[config.mk]
export PLATFORM = sky130hd
export DESIGN_NAME = autosym_sweep_ctrl
export DESIGN_NICKNAME = d
export VERILOG_FILES = /design/src/rtl/autosym_pkg.sv /design/src/rtl/truth_table_mem.sv /design/src/rtl/autosym_sweep_ctrl.sv
export SDC_FILE = /design/constraint.sdc
export NUM_CORES = 2
export LEC_CHECK = 0
export ABC_AREA = 1
export CORE_AREA = 2 2 318 477
export CTS_CLUSTER_SIZE = 30
export DETAILED_ROUTE_END_ITERATION = 6
export DIE_AREA = 0 0 320 479
export GPL_TIMING_DRIVEN = 1
export SETUP_SLACK_MARGIN = 0.1
export SLEW_MARGIN = 10
export SYNTH_ARGS = -nofsm -noshare
export SYNTH_HDL_FRONTEND = slang
export SYNTH_SLANG_ARGS = --single-unit
[constraint.sdc]
create_clock -name clk -period 8.15 [get_ports clk]
set_input_delay 1.2225 -clock clk [delete_from_list [all_inputs] [get_ports clk]]
set_output_delay 1.2225 -clock clk [all_outputs]
set_load 0.05 [all_outputs]
[src/rtl/autosym_pkg.sv]
`default_nettype none
// +----------------------------------------------------------------------+
// | autosym_pkg : shared types for the autosymmetry sweep controller     |
// | rev 1.0                                                              |
// +----------------------------------------------------------------------+
package autosym_pkg;

    localparam int N_DEFAULT = 10;

    typedef enum logic [1:0] {
        IDLE  = 2'd0,
        SWEEP = 2'd1,
        CHECK = 2'd2,
        FIN   = 2'd3
    } state_t;

    typedef struct packed {
        logic [N_DEFAULT:0]   onset_count;
        logic                 is_symmetric;
        logic [N_DEFAULT-1:0] mismatch_x;
    } result_t;

endpackage
`default_nettype wire

[src/rtl/truth_table_mem.sv]
`default_nettype none
// +----------------------------------------------------------------------+
// | truth_table_mem : 2^N x 1 flop array, 1 sync write, 2 comb reads     |
// | rev 1.0                                                              |
// +----------------------------------------------------------------------+
module truth_table_mem
    import autosym_pkg::*;
#(
    parameter int N = N_DEFAULT
) (
    input  logic         clk,
    input  logic         rst_n,
    input  logic         we,
    input  logic [N-1:0] waddr,
    input  logic         wdata,
    input  logic [N-1:0] raddr_a,
    input  logic [N-1:0] raddr_b,
    output logic         rdata_a,
    output logic         rdata_b
);

    localparam int c_depth = 1 << N;

    logic [c_depth-1:0] r_bits;

    always_ff @(posedge clk or negedge rst_n) begin
        if (!rst_n) begin
            r_bits <= '0;
        end else if (we) begin
            r_bits[waddr] <= wdata;
        end
    end

    assign rdata_a = r_bits[raddr_a];
    assign rdata_b = r_bits[raddr_b];

endmodule
`default_nettype wire

[src/rtl/autosym_sweep_ctrl.sv]
`default_nettype none
// +----------------------------------------------------------------------+
// | autosym_sweep_ctrl : sweeps f(x), records truth table, tests f(x^a)  |
// | rev 1.0                                                              |
// +----------------------------------------------------------------------+
module autosym_sweep_ctrl
    import autosym_pkg::*;
#(
    parameter int N      = N_DEFAULT,
    parameter int SETTLE = 1
) (
    input  logic         clk,
    input  logic         rst_n,
    input  logic         start,
    input  logic [N-1:0] alpha,
    output logic         busy,
    output logic         done,
    output logic [N-1:0] x_drv,
    input  logic         y_in,
    output logic [N:0]   onset_count,
    output logic         is_symmetric,
    output logic [N-1:0] mismatch_x
);

    localparam int                c_hold_w     = (SETTLE > 0) ? $clog2(SETTLE + 1) : 1;
    localparam logic [c_hold_w-1:0] c_hold_last  = c_hold_w'(SETTLE);
    localparam logic [N-1:0]      c_index_last = '1;

    state_t              r_state;
    logic [N-1:0]        r_index;
    logic [N-1:0]        r_alpha;
    logic [c_hold_w-1:0] r_hold;
    logic                w_sample;
    logic                w_rd_a;
    logic                w_rd_b;

    // y_in is captured only on the final hold cycle of each vector
    assign w_sample = (r_state == SWEEP) && (r_hold == c_hold_last);

    truth_table_mem #(.N(N)) u_table (
        .clk     (clk),
        .rst_n   (rst_n),
        .we      (w_sample),
        .waddr   (r_index),
        .wdata   (y_in),
        .raddr_a (r_index),
        .raddr_b (r_index ^ r_alpha),
        .rdata_a (w_rd_a),
        .rdata_b (w_rd_b)
    );

    always_ff @(posedge clk or negedge rst_n) begin
        if (!rst_n) begin
            r_state      <= IDLE;
            r_index      <= '0;
            r_alpha      <= '0;
            r_hold       <= '0;
            busy         <= 1'b0;
            done         <= 1'b0;
            x_drv        <= '0;
            onset_count  <= '0;
            is_symmetric <= 1'b0;
            mismatch_x   <= '0;
        end else begin
            done <= 1'b0;
            case (r_state)
                IDLE: begin
                    if (start) begin
                        r_state      <= SWEEP;
                        r_alpha      <= alpha;
                        r_index      <= '0;
                        r_hold       <= '0;
                        busy         <= 1'b1;
                        x_drv        <= '0;
                        onset_count  <= '0;
                        is_symmetric <= 1'b0;
                        mismatch_x   <= '0;
                    end
                end
                SWEEP: begin
                    if (w_sample) begin
                        onset_count <= onset_count + {{N{1'b0}}, y_in};
                        r_hold      <= '0;
                        if (r_index == c_index_last) begin
                            r_state <= CHECK;
                            r_index <= '0;
                            x_drv   <= '0;
                        end else begin
                            r_index <= r_index + 1'b1;
                            x_drv   <= r_index + 1'b1;
                        end
                    end else begin
                        r_hold <= r_hold + 1'b1;
                    end
                end
                CHECK: begin
                    // ascending scan, so the first mismatch is the lowest x
                    if (w_rd_a != w_rd_b) begin
                        mismatch_x   <= r_index;
                        is_symmetric <= 1'b0;
                        r_state      <= FIN;
                        busy         <= 1'b0;
                        done         <= 1'b1;
                    end else if (r_index == c_index_last) begin
                        is_symmetric <= 1'b1;
                        r_state      <= FIN;
                        busy         <= 1'b0;
                        done         <= 1'b1;
                    end else begin
                        r_index <= r_index + 1'b1;
                    end
                end
                FIN: begin
                    r_state <= IDLE;
                    r_index <= '0;
                end
                default: r_state <= IDLE;
            endcase
        end
    end

endmodule
`default_nettype wire

# --- Word level (Yosys, flattened, before mapping) ---
# Cells that the tools add are included.
totals:
  reg_bits: 1081
  output_inout_bits: 34
op_classes:
  addsub: 3
  magnitude_cmp: 3
  n_eq_ne: 12
  n_mux: 38
  bitwise_logic: 1
  n_reduce_logical: 12
op_table:
  columns: ["op", "count"]
  rows:
  - ["1024-bit bitwise mux", 1]
  - ["10-bit 2-to-1 mux", 6]
  - ["10-bit case mux with 2 select lines", 2]
  - ["10-bit case mux with 4 select lines", 1]
  - ["10-bit by 11-bit < comparator with 1-bit output, second input constant", 2]
  - ["11-bit 2-to-1 mux", 2]
  - ["11-bit case mux with 2 select lines", 1]
  - ["1-bit binary-select mux with 10-bit select", 2]
  - ["1-bit 2-to-1 mux", 13]
  - ["11-bit by 1-bit adder with 11-bit output", 1]
  - ["10-bit by 1-bit adder with 10-bit output, second input constant", 1]
  - ["1-bit demux with 10-bit select", 1]
  - ["10-bit equality test, second input constant", 1]
  - ["10-bit by 1-bit >= comparator with 1-bit output, second input constant", 1]
  - ["2-bit 2-to-1 mux", 5]
  - ["10-bit XOR", 1]
  - ["3-bit AND reduction", 3]
  - ["2-bit != test, second input constant", 4]
  - ["2-bit case mux with 4 select lines", 1]
  - ["4-bit AND reduction", 2]
  - ["1-bit case mux with 2 select lines", 3]
  - ["2-bit equality test, second input constant", 2]
  - ["2-bit by 1-bit != test with 1-bit output, second input constant", 2]
  - ["2-bit AND reduction", 2]
  - ["other kinds (7)", 9]

# --- Logic depth before layout (Yosys ltp) ---
depth:
  depth_word: 6
  mapped_depth: 24
  depth_no_buf: 22

# --- Hierarchy ---
# A second synthesis with hierarchy kept.
unflattened:
  cells_unflattened: 8963
  area_unflattened_um2: 64779.6
modules_own_cells:
  columns: ["mod", "n_inst", "cells_each", "area_each_um2"]
  rows:
  - ["truth_table_mem", 1, 8603, 61803.0]
  - ["autosym_sweep_ctrl", 1, 360, 2976.6]

# --- Least setup slack after synthesis ---
# OpenSTA, ideal clock, no wires.
synth_path:
  kind: "input port to flip-flop"
  start: "input start"
  end: "register onset_count[10]"
  setup_time_ps: 132
  arrival_time_ps: 2689
  path_slack_ps: 5328
  cell_stages: 13
  path_cell_list: "or2_2 nand2_1 a21oi_1 nand2_1 nor2_1 nand2_1 nor2_1 inv_1 nor3_1 inv_1 nor3_1 and3_1 nor3_1"
synth_between:
  elab_chain_cells: 2
synth_lines:
  columns: ["item", "line_no", "source"]
  rows:
  - ["start: declaration", "autosym_sweep_ctrl.sv:14", "input logic start,"]
  - ["2-bit != test (no source line)", null, null]
  - ["3-bit AND reduction (no source line)", null, null]
  - ["end signal: assignment", "autosym_sweep_ctrl.sv:82", "onset_count <= onset_count + {{N{1'b0}}, y_in};"]
  - ["end: declaration", "autosym_sweep_ctrl.sv:20", "output logic [N:0] onset_count,"]
# Every way passes these cells.
# A chain may end at the register's enable or synchronous reset.

# --- Worst setup path in the final report ---
layout_path:
  start: "register r_index[0]"
  end: "register r_index[7]"
layout_between:
  elab_chain_cells: 6
layout_lines:
  columns: ["item", "line_no", "source"]
  rows:
  - ["start: declaration", "autosym_sweep_ctrl.sv:30", "logic [N-1:0] r_index;"]
  - ["start signal: assignment", "autosym_sweep_ctrl.sv:89", "r_index <= r_index + 1'b1;"]
  - ["start signal: assignment", "autosym_sweep_ctrl.sv:110", "r_index <= r_index + 1'b1;"]
  - ["10-bit XOR", "autosym_sweep_ctrl.sv:47", ".raddr_b (r_index ^ r_alpha),"]
  - ["1-bit binary-select mux with 10-bit select", "truth_table_mem.sv:35", "assign rdata_b = r_bits[raddr_b];"]
  - ["1-bit 2-to-1 mux (implied by the code)", "truth_table_mem.sv:35", null]
  - ["1-bit != test", "autosym_sweep_ctrl.sv:98", "if (w_rd_a != w_rd_b) begin"]
  - ["2-bit != test (no source line)", null, null]
  - ["4-bit AND reduction (no source line)", null, null]
# Parallel ways exist; a longest one is shown, timed or not. The select of a mux whose other input is x is not followed.

==> flow_metrics.tcl <==
set metrics [dict create \
    clockBufferDepth 3 \
    slew_violations 0 \
    drt-wirelength-per-cell_um 24.0 \
    cts_root_buffer "clkbuf_16" \
    die-area_sq_um 153000 \
    arrival_ns 6.71 \
    p_leak_nw 42.8 \
    status "finished with violations" \
    placed_area_sq_um 70000 \
    avgViaCountPerCell 5.85 \
    synthCells 10300 \
    grt_overflow 0 \
    synth-edff-count 0 \
    hold_ws_ns 0.408 \
    finalCritPeriodShare_pct 73.4 \
    rsz0062_at_grt "false" \
    hpwl_um 153000 \
    synthFlopType "dfrtp_1" \
    timing.slew.headroom_pct 6.47 \
    fmax_mhz 167 \
    rows 174 \
    drc 5 \
    cts.sinks 1081 \
    slowest_delay_ns 0.70 \
    grt_first_pass_wirelength_um 422000 \
    tns_ns 0 \
    drv_cap 0 \
    ff2ff_path_depth 20 \
    cts_hold_buf 0 \
    failed_checks "design-rule violations" \
    num_vias 69400 \
    dp_slack_ns 2.56 \
    die_x_um 320 \
    postSynth.asyncResetShare_pct 100 \
    reg2reg_from "r_index[0]" \
    slowest_stage "nand2_8" \
    p_per_area_nw_per_um2 289 \
    first_iter_violations 8612 \
    post_cts_buffers 0 \
    place.gp.congestion 0.920 \
    ir_drop_uv 365 \
    crit_type "reg2reg" \
    worst_slew_pin_slew_ns 1.40 \
    layout.nets 9857 \
    finalSetupViolations 0 \
    io_buffers 47 \
    synthesis.area_sq_um 68200 \
    hold_viol 0 \
    area_delta_synth_final_pct 8.39 \
    worstSetupStartpointType "register" \
    r2r_end "r_index[7]" \
    synth_seq_cells 1081 \
    rrSetupSlack_ns 2.17 \
    grt_pass1_vias 65400 \
    die_h_um 479 \
    power_mw 21.4 \
    routed_wl_um 285000 \
    period_needed_ns 5.98 \
    worst-path-max-fanout 109 \
    numCtsBuffers 113 \
    hold_class "in2async" \
    synth_nets 10300 \
    layout-drive-gt1-share_pct 4.69 \
    design_area_sq_um 73900 \
    antenna_found_initial 6 \
    finalClockSkew_ns 0.0297 \
    endpoint_kind "register" \
    syn_avg_cell_area_sq_um 6.65 \
    cts_tree "done" \
    drtPass1Iterations 7 \
    clk_latency_ns 0.79 \
    grt_max_degree 180 \
    crit_path_cell_trace "inv_8 -> nand2_2 -> nand2_8 -> buf_12 -> nand2_1 -> nand3_1 -> nand3_1 -> nand2_1 -> nand2_1 -> nand3_1 -> nand3_1 -> nand3_1 -> nand3_1 -> nand3_1 -> nand3_1 -> nand3_1 -> nand3_2 -> nand3_2 -> nand2_1 -> nand2_1" \
    grtUsageTotal_pct 36.6 \
    initial_core_util_pct 45.7 \
    synth_cell_types 39 \
    startpoint "r_index[0]" \
    ys_warn_count 0 \
    ant_nets 0 \
    ios 48 \
    crit_top_cell "nand3_1" \
    clkTransAtPathRegs_ns 0.07 \
    synth-seq-area-share_pct 39.7 \
    required_ns 8.87 \
    cts-resized-gates 0 \
    setup_slack_ns 2.17 \
    cts_htree_levels 3 \
    coreArea_sq_um 149000 \
]
-- through the flow --
stage               std cells  utilization, %
floorplan               10300               -
global placement        11700            46.9
detailed placement      11700            46.9
CTS                     11900            49.5
global route            11900            49.5
finish                  11900            49.5
-- where the power goes --
group / switching, mW / internal (mW) / leakage (nW)
clock: 2.41 / 3.21 / 1.93
combinational: 7.46 / 2.65 / 27.3
sequential: 0.164 / 5.50 / 13.5
total: 10.0 / 11.4 / 42.8
-- layout make-up --
| class | count | area (sq um) |
|---|---|---|
| diodes | 7 | 17.5 |
| clock buffers | 161 | 3300 |
| clock inverters | 49 | 592 |
| fillers | 15000 | 75400 |
| inverters | 1587 | 5990 |
| multi-input cells | 6834 | 32400 |
| flip-flops and latches | 1081 | 27100 |
| well taps | 1936 | 2420 |
| repair buffers | 216 | 2110 |
-- Yosys cell counts, types with 8 or more instances --
library cell,n,area (sq um)
nand2_1,3205,12000
inv_1,1577,5920
dfrtp_1,1081,27100
o21ai_0,1077,5390
nand3_1,941,4710
a21oi_1,521,2610
clkbuf_1,496,1860
nor2_1,327,1230
mux2i_1,311,3110
buf_2,182,911
a31oi_1,157,982
buf_1,66,248
o211ai_1,59,443
o22ai_1,55,344
o21ai_1,54,270
nand4_1,47,294
nor3_1,24,120
buf_4,13,97.6
ha_1,10,125
xnor2_1,8,70.1
-- critical path: cells and delay by family (launching register included) --
kind                   cells  cell delay, ns
and+or+nand+nor           18            4.05
DFF                        1            0.64
buffers and inverters      2            0.92
-- metal layers --
metal	vias to the layer above	track usage [%]	share of wire, %
met5	-	0	0.014
met4	6	27.3	8.1
met3	987	6.75	10
met2	4003	57.9	45
met1	33000	44.3	37
li1	31500	-	-
-- cell families (layout without fill, tap and decap cells) --
group                    after synthesis  count (layout)  share of synthesized area, %
AND/OR/NAND/NOR                     4570            4570                          27.2
buffers and inverters               2350            2013                          13.4
AO/OA/AOI/OAI                       1929            1929                          14.8
flip-flops                          1081            1081                          39.7
multiplexers                         311             311                          4.56
XOR/XNOR                              14              14                         0.191
adder cells (fa/ha/maj)               10              10                         0.183
other                                  0               7                             0
-- worst max-delay path by stage --
stage / to / cells after the start
finish: r_index[7] / 20
global route: r_index[5] / 20
CTS: r_index[7] / 21
detailed placement: r_index[7] / 21
global placement: r_index[8] / 21
floorplan: onset_count[10] / 13
-- cell usage in the layout (no fill, tap or decap), drive strengths merged, types with 9 or more instances in the layout --
| master | n |
|---|---|
| clkinv | 34 |
| nand4 | 47 |
| nand3 | 943 |
| nor3 | 24 |
| inv | 1585 |
| o22ai | 55 |
| mux2i | 311 |
| bufinv | 13 |
| nor2 | 327 |
| a21oi | 521 |
| clkdlybuf4s50 | 45 |
| o211ai | 59 |
| ha | 10 |
| nand2 | 3211 |
| clkbuf | 161 |
| or2 | 10 |
| xnor2 | 9 |
| dfrtp | 1081 |
| a31oi | 157 |
| o21ai | 1132 |
| buf | 171 |
-- flip-flops by register name, summed over array words and instances (netlist names) --
register,count
onset_count,11
r_state,2
r_hold,1
done,1
u_table.r_bits,1024
r_index,10
is_symmetric,1
r_alpha,10
x_drv,10
busy,1
mismatch_x,10
(Power assumes the default switching activity.)
